`src/rtl/mux3_arb_pkg.sv`:
```
// mux3_arb_pkg: shared source encodings and default widths for the round-robin arbiter
package mux3_arb_pkg;
    localparam logic SRC_A = 1'b0;
    localparam logic SRC_B = 1'b1;
    localparam int   DEF_W     = 3;
    localparam int   DEF_CNT_W = 8;
endpackage

```
`src/rtl/arb_mux_3b.sv`:
```
// arb_mux_3b: combinational W-bit 2:1 select; ports a_i/b_i data, sel_i (0=A, 1=B), y_o result
module arb_mux_3b #(
    parameter int W = 3
) (
    input  logic [W-1:0] a_i,
    input  logic [W-1:0] b_i,
    input  logic         sel_i,
    output logic [W-1:0] y_o
);
    assign y_o = sel_i ? b_i : a_i;
endmodule

```
`src/rtl/mux3_rr_arbiter.sv`:
```
// mux3_rr_arbiter: round-robin arbiter of two valid/ready requesters into a single-entry output register.
// Ports: clk, rst (sync, active-high); a_valid/a_data/a_ready and b_valid/b_data/b_ready requester
// handshakes; out_valid/out_data/out_src/out_ready output handshake (out_src 0=A, 1=B);
// cnt_a/cnt_b saturating grant counters, present only when MUX3_ARB_STATS_EN is defined.
module mux3_rr_arbiter
    import mux3_arb_pkg::*;
#(
    parameter int W     = DEF_W,
    parameter int CNT_W = DEF_CNT_W
) (
    input  logic             clk,
    input  logic             rst,
    input  logic             a_valid,
    input  logic [W-1:0]     a_data,
    output logic             a_ready,
    input  logic             b_valid,
    input  logic [W-1:0]     b_data,
    output logic             b_ready,
    output logic             out_valid,
    output logic [W-1:0]     out_data,
    output logic             out_src,
    input  logic             out_ready
`ifdef MUX3_ARB_STATS_EN
    ,
    output logic [CNT_W-1:0] cnt_a,
    output logic [CNT_W-1:0] cnt_b
`endif
);
    logic         out_valid_q, out_valid_d;
    logic [W-1:0] out_data_q, out_data_d;
    logic         out_src_q, out_src_d;
    logic         last_q, last_d;
    logic         grant, can_load, accept;
    logic [W-1:0] mux_data;

    // On a tie the requester that did not win last time gets the grant.
    assign grant    = (a_valid & b_valid) ? ~last_q : b_valid;
    // Gated by rst so no handshake completes in a reset cycle.
    assign can_load = ~rst & (~out_valid_q | out_ready);
    assign accept   = can_load & (a_valid | b_valid);
    assign a_ready  = can_load & a_valid & (grant == SRC_A);
    assign b_ready  = can_load & b_valid & (grant == SRC_B);

    arb_mux_3b #(.W(W)) u_mux (
        .a_i   (a_data),
        .b_i   (b_data),
        .sel_i (grant),
        .y_o   (mux_data)
    );

    always_comb begin
        out_valid_d = accept ? 1'b1 : (out_ready ? 1'b0 : out_valid_q);
        out_data_d  = accept ? mux_data : out_data_q;
        out_src_d   = accept ? grant : out_src_q;
        last_d      = accept ? grant : last_q;
    end

    always_ff @(posedge clk) begin
        if (rst) begin
            out_valid_q <= 1'b0;
            out_data_q  <= '0;
            out_src_q   <= SRC_A;
            last_q      <= SRC_B;
        end else begin
            out_valid_q <= out_valid_d;
            out_data_q  <= out_data_d;
            out_src_q   <= out_src_d;
            last_q      <= last_d;
        end
    end

    assign out_valid = out_valid_q;
    assign out_data  = out_data_q;
    assign out_src   = out_src_q;

`ifdef MUX3_ARB_STATS_EN
    logic [CNT_W-1:0] cnt_a_q, cnt_a_d, cnt_b_q, cnt_b_d;

    always_comb begin
        cnt_a_d = (a_ready && cnt_a_q != '1) ? cnt_a_q + 1'b1 : cnt_a_q;
        cnt_b_d = (b_ready && cnt_b_q != '1) ? cnt_b_q + 1'b1 : cnt_b_q;
    end

    always_ff @(posedge clk) begin
        if (rst) begin
            cnt_a_q <= '0;
            cnt_b_q <= '0;
        end else begin
            cnt_a_q <= cnt_a_d;
            cnt_b_q <= cnt_b_d;
        end
    end

    assign cnt_a = cnt_a_q;
    assign cnt_b = cnt_b_q;
`endif
endmodule
```
`config.mk`:
```
export PLATFORM = sky130hd
export DESIGN_NAME = mux3_rr_arbiter
export DESIGN_NICKNAME = d
export VERILOG_FILES = /design/src/rtl/mux3_arb_pkg.sv /design/src/rtl/arb_mux_3b.sv /design/src/rtl/mux3_rr_arbiter.sv
export SDC_FILE = /design/constraint.sdc
export NUM_CORES = 1
export LEC_CHECK = 0
export ABC_AREA = 1
export CAP_MARGIN = 40
export CORE_AREA = 2 2 39 41
export DETAILED_ROUTE_END_ITERATION = 12
export DIE_AREA = 0 0 41 43
export MAX_ROUTING_LAYER = met4
export PLACE_DENSITY_LB_ADDON = 0.15
export REMOVE_ABC_BUFFERS = 1
export SETUP_SLACK_MARGIN = 0.05
export SYNTH_ARGS = -nofsm -noshare
export SYNTH_HDL_FRONTEND = slang
export SYNTH_SLANG_ARGS = --single-unit
export TNS_END_PERCENT = 30
```
`constraint.sdc`:
```
create_clock -name clk -period 1.55 [get_ports clk]
set_input_delay 0.31 -clock clk [delete_from_list [all_inputs] [get_ports clk]]
set_output_delay 0.31 -clock clk [all_outputs]
set_load 0.01 [all_outputs]
```
==> reports/metrics.csv, run 1 <==
metric;value;unit
cts_buffer_depth;2;
cp_max_fo;2;
grt_pass1_vias;337;
core_area;0.00138;sq mm
synth_seq_cells;6;
cap_violations;0;
htree_num_levels;1;
antenna_left;0;
dieWidth;41;um
port_buffers;17;
grt_max_degree;7;
rsz0062_at_grt;false;
antenna_found_initial;0;
grt-ovfl-total;0;
firstDrtPassIters;4;
synth.distinct_cells;12;
critPathKind;reg2out;
power.leakage;0.000318;uW
crit_path_start_kind;flip-flop;
die-area;0.00176;sq mm
cts_buffers;3;
status;completed;
post-route-period-util;92.5;%
vias_per_cell;4.16;
cp_num_buf_inv;1;
p_clk_share;31.4;%
swShare;27.8;%
syn_area_per_cell;7.09;sq um
finalMaxSlewViolations;0;
drtIter0Drc;9;
p_int;342;uW
drt_wl_total;829;um
power_switching;132;uW
grt_use_total;11.8;%
die-height;43;um
max_freq;697;MHz
place_congestion;0.755;
place_ws;-403;ps
crit_chain;clkdlybuf4s50_1;
cp.required;1240;ps
powerDensity;790;mW/mm^2
cts_num_sinks;6;
dp_hpwl;628;um
power_frac_seq;37.8;%
setup_viol;0;
synthCells;45;
hold_viol;0;
clk_pin_slew;50;ps
vdd_drop_max;0.405;mV
cp-end-kind;output pin;
yosysSeqAreaShare;37.6;%
relSlewSlack;88.6;%
grt_pass1_wl;1.34;mm
num_rows;14;
diodes;0;
postPlaceCellArea;562;sq um
root_buffer;clkbuf_4;
final_util;43.4;%
area_growth;88.2;%
yosysWarnings;0;
tightest_slew;171;ps
crit_family;buffers and inverters;
cts_tree;done;
critical_path_arrival;1120;ps
wl_per_cell;9.31;um
cp_slowest_cell;clkdlybuf4s50_1;
cpPeakStageDelay;540;ps
ioPinCount;18;
drive_gt1_share;30.1;%
post-route-min-period;1430;ps
vias;370;
fill_cells;149;
post-route-drc-count;0;
postLayoutCellArea;601;sq um
hold_path.class;in2reg;
clk_latency;250;ps
worst_slack;116;ps
num-nets-final;86;
comb_power_share;30.8;%
start_util;23.1;%
synth_area;319;sq um
skew;6.30;ps
routing by layer:
layer | vias to the layer above | GRT usage [%] | routed length [um]
met5 | - | - | 0
met4 | 0 | 12.0 | 8
met3 | 2 | 1.57 | 72
met2 | 20 | 13.8 | 338
met1 | 150 | 16.1 | 410
li1 | 198 | - | -
cells in the mapped netlist:
| cell | n | area share [%] |
|---|---|---|
| o21ai_0 | 1 | 1.6 |
| nand3_1 | 7 | 11 |
| a21oi_1 | 1 | 1.6 |
| nand2_1 | 15 | 18 |
| nor2_4 | 1 | 3.5 |
| inv_1 | 5 | 5.9 |
| nand2_2 | 4 | 7.8 |
| nor2_1 | 1 | 1.2 |
| inv_4 | 1 | 2.0 |
| nand3b_4 | 1 | 6.3 |
| nor2_2 | 2 | 3.9 |
| dfxtp_1 | 6 | 38 |
through the flow:
stage               power, uW  hold WS, ps  instances  TNS [ps]
finish                    475          432         89         0
detailed placement        327          480         85      -758
CTS                       476          433         88         0
global route              507          443         89         0
global placement          328          480         85      -728
floorplan                 241          379         45         0
final timing paths:
check,start,endpoint,slack (ps),depth (start not counted)
min,rst,out_valid,430,2
min reg2reg,out_src,out_src,490,2
max reg2reg,out_valid,out_data[2],490,7
max,out_valid,out_valid,120,1
sequential cells by signal, indices dropped and copies added (netlist names):
name       count
out_src        1
out_valid      1
last_q         1
out_data       3
cell type report:
| cell class | instances | area (sq um) | area share, % |
|---|---|---|---|
| timing repair buffer | 25 | 229 | 38.1 |
| multi-input combinational | 33 | 184 | 30.6 |
| sequential | 6 | 120 | 20.0 |
| inverter | 6 | 25.0 | 4.17 |
| clock buffer | 3 | 22.5 | 3.75 |
| tap | 16 | 20.0 | 3.33 |
kinds of logic after synthesis:
kind of cell,count (synthesis),share of synthesized area (%)
flip-flops,6,37.6
buffers and inverters,6,7.85
AO/OA/AOI/OAI,2,3.13
AND/OR/NAND/NOR,31,51.4
placed cells by master (no fill, tap or decap):
cell | netlist | layout
inv_4 | 1 | 1
nor2_4 | 1 | 1
clkbuf_4 | 0 | 3
buf_6 | 0 | 1
a21oi_1 | 1 | 1
nand2_1 | 15 | 15
nand3b_4 | 1 | 1
clkdlybuf4s50_1 | 0 | 11
o21ai_0 | 1 | 1
buf_4 | 0 | 8
inv_1 | 5 | 5
dlymetal6s2s_1 | 0 | 2
nand2_2 | 4 | 2
nor2_2 | 2 | 2
dlygate4sd2_1 | 0 | 2
nand3_1 | 7 | 7
nor2_1 | 1 | 1
dfxtp_1 | 6 | 6
nand2_4 | 0 | 2
buf_2 | 0 | 1
power groups by stage:
stage               clock network (uW)  logic [uW]  registers (uW)
floorplan                            0        51.9             189
global placement                     0         145             183
detailed placement                   0         145             182
CTS                                152         144             180
global route                       164         163             181
finish                             149         146             179
what timing repair did:
action                     CTS  global route
hold buffers                 0             0
pin swaps                    0             2
setup buffers                0             1
resized for setup           11             4
setup endpoints to repair    2             2
No activity file was read; power rests on OpenSTA's default activity.
==> inputs of run 2 (changes only) <==
--- a/config.mk
+++ b/config.mk
@@ -12,6 +12,7 @@
 export DIE_AREA = 0 0 41 43
 export MAX_ROUTING_LAYER = met4
 export PLACE_DENSITY_LB_ADDON = 0.15
+export RECOVER_POWER = 100
 export REMOVE_ABC_BUFFERS = 1
 export SETUP_SLACK_MARGIN = 0.05
 export SYNTH_ARGS = -nofsm -noshare
==> run 2 against run 1 <==
Effect of this change:
- sequential share of layout area grew 0.73 points
- largest power group unchanged
- core utilization shrank 1.5 points
- sequential power is essentially flat
- flip-flop and latch count is the same
- highest routed layer unchanged
- critical endpoint is now out_data[1]
- clock-buffer cell count is the same
- non-clock buffer count is the same
- via count shrank 3.0%
- die area is the same
==> reports/metrics.csv, run 2 (synthesis gave the netlist of run 1 again) <==
metric;value;unit
finalMaxSlewViolations;0;
num_rows;14;
antenna_found_initial;0;
max_freq;678;MHz
relSlewSlack;82.3;%
layout_commonest_cell;nand2_1;
vias_per_cell;4.03;
cpPeakStageDelay;600;ps
dp.cells;85;
clk_pin_slew;50;ps
hold_viol;0;
drtIter0Drc;9;
cp-end-kind;output pin;
grt_pass1_wl;1.34;mm
crit_path_start_kind;flip-flop;
hold_path.class;in2reg;
post-route-period-util;95.2;%
start_util;23.1;%
core_area;0.00138;sq mm
cts_buffers;3;
whs_path_depth;2;
drt_wl_total;838;um
tightest_slew;265;ps
area_growth;81.6;%
num-nets-final;86;
grt_pass1_vias;337;
crit_chain;dlygate4sd3_1;
setup_viol;0;
cp_max_fo;2;
firstDrtPassIters;5;
worst_slack;75.1;ps
drive_gt1_share;23.3;%
vdd_drop_max;0.404;mV
grt_use_total;11.8;%
place_congestion;0.755;
crit_cells;1;
status;completed;
cp.required;1240;ps
antenna_left;0;
cp_num_buf_inv;1;
die-height;43;um
diodes;0;
critPathKind;reg2out;
root_buffer;clkbuf_4;
cts_buffer_depth;2;
grt-ovfl-total;0;
dp_hpwl;628;um
cap_violations;0;
skew;7.39;ps
final_cells;89;
port_buffers;17;
crit_family;buffers and inverters;
post-route-drc-count;0;
power.leakage;0.000315;uW
cts_num_sinks;6;
wl_per_cell;9.42;um
dieWidth;41;um
final_cell_mix;nand2_1 (17), clkdlybuf4s50_1 (8), nand3_1 (7);
htree_num_levels;1;
rsz0062_at_grt;false;
ioPinCount;18;
vias;359;
grt_max_degree;7;
post-route-min-period;1470;ps
cts_tree;done;
cp_slowest_cell;dlygate4sd3_1;
clk_latency;250;ps
place_ws;-403;ps
r2r_cells;7;
die-area;0.00176;sq mm
largest_register_ffs;3;
critical_path_arrival;1160;ps
powerDensity;801;mW/mm^2
-- run 2: cell types whose count changed in the layout (fill, tap and decap cells not counted) --
cell / before / now
dlygate4sd3_1: 0 / 3
nand2_1: 15 / 17
nand2_4: 2 / 1
nand2_2: 2 / 1
clkbuf_4: 3 / 5
nor2_1: 1 / 3
buf_2: 1 / 0
nor2_2: 2 / 1
nor2_4: 1 / 0
buf_4: 8 / 6
clkdlybuf4s50_1: 11 / 8
clkbuf_1: 0 / 1
-- run 2: repair_timing --
item	in CTS	in global routing
setup endpoints to repair	2	2
gates resized for setup	11	4
buffers inserted	0	1
pin swaps	0	2
hold buffers	0	0
-- run 2: final timing paths --
kind	from	endpoint	slack, ps
setup / recovery	out_data[1]	out_data[1]	80
hold / removal	rst	out_valid	430
hold reg to reg	out_src	out_src	490
setup reg to reg	out_valid	out_data[2]	390
-- run 2: power by group --
| part | leakage [uW] | total (uW) | internal, uW | switching (uW) |
|---|---|---|---|---|
| registers | 0.0000502 | 179 | 171 | 7.49 |
| logic | 0.000251 | 136 | 77.0 | 59.0 |
| clock network | 0.0000138 | 150 | 88.0 | 61.6 |
-- run 2: worst reg2reg max path, cell delays in order (launching register included) --
cell and delay [ps]:
dfxtp_1 300, nand2_1 80, nand2_1 90, clkbuf_4 140, nor2_1 220, nand3_1 120
nand2_1 80, inv_1 40
-- run 2: per-stage QoR --
stage	hold WS (ps)	util, %	TNS [ps]	instance area [sq um]	total power, uW
2_1_floorplan	379	-	0	319	241
5_1_grt	443	41.9	0	579	496
3_3_place_gp	480	40.6	-728	562	328
4_1_cts	433	41.7	0	577	476
3_5_place_dp	480	40.6	-758	562	327
6_report	433	41.9	0	579	464
-- run 2: cell type report --
class,instances,area [sq um]
Multi-Input combinational cell,33,164
Inverter,6,25.0
Sequential cell,6,120
Fill cell,155,805
Clock buffer,3,22.5
Timing Repair Buffer,25,228
Tap cell,16,20.0
-- run 2: routing by layer --
| layer | up-vias | track usage, % | share of wire (%) |
|---|---|---|---|
| met5 | - | - | 0 |
| met4 | 0 | 12.0 | 0.95 |
| met3 | 2 | 1.57 | 8.6 |
| met2 | 18 | 13.8 | 40 |
| met1 | 142 | 16.1 | 50 |
| li1 | 197 | - | - |
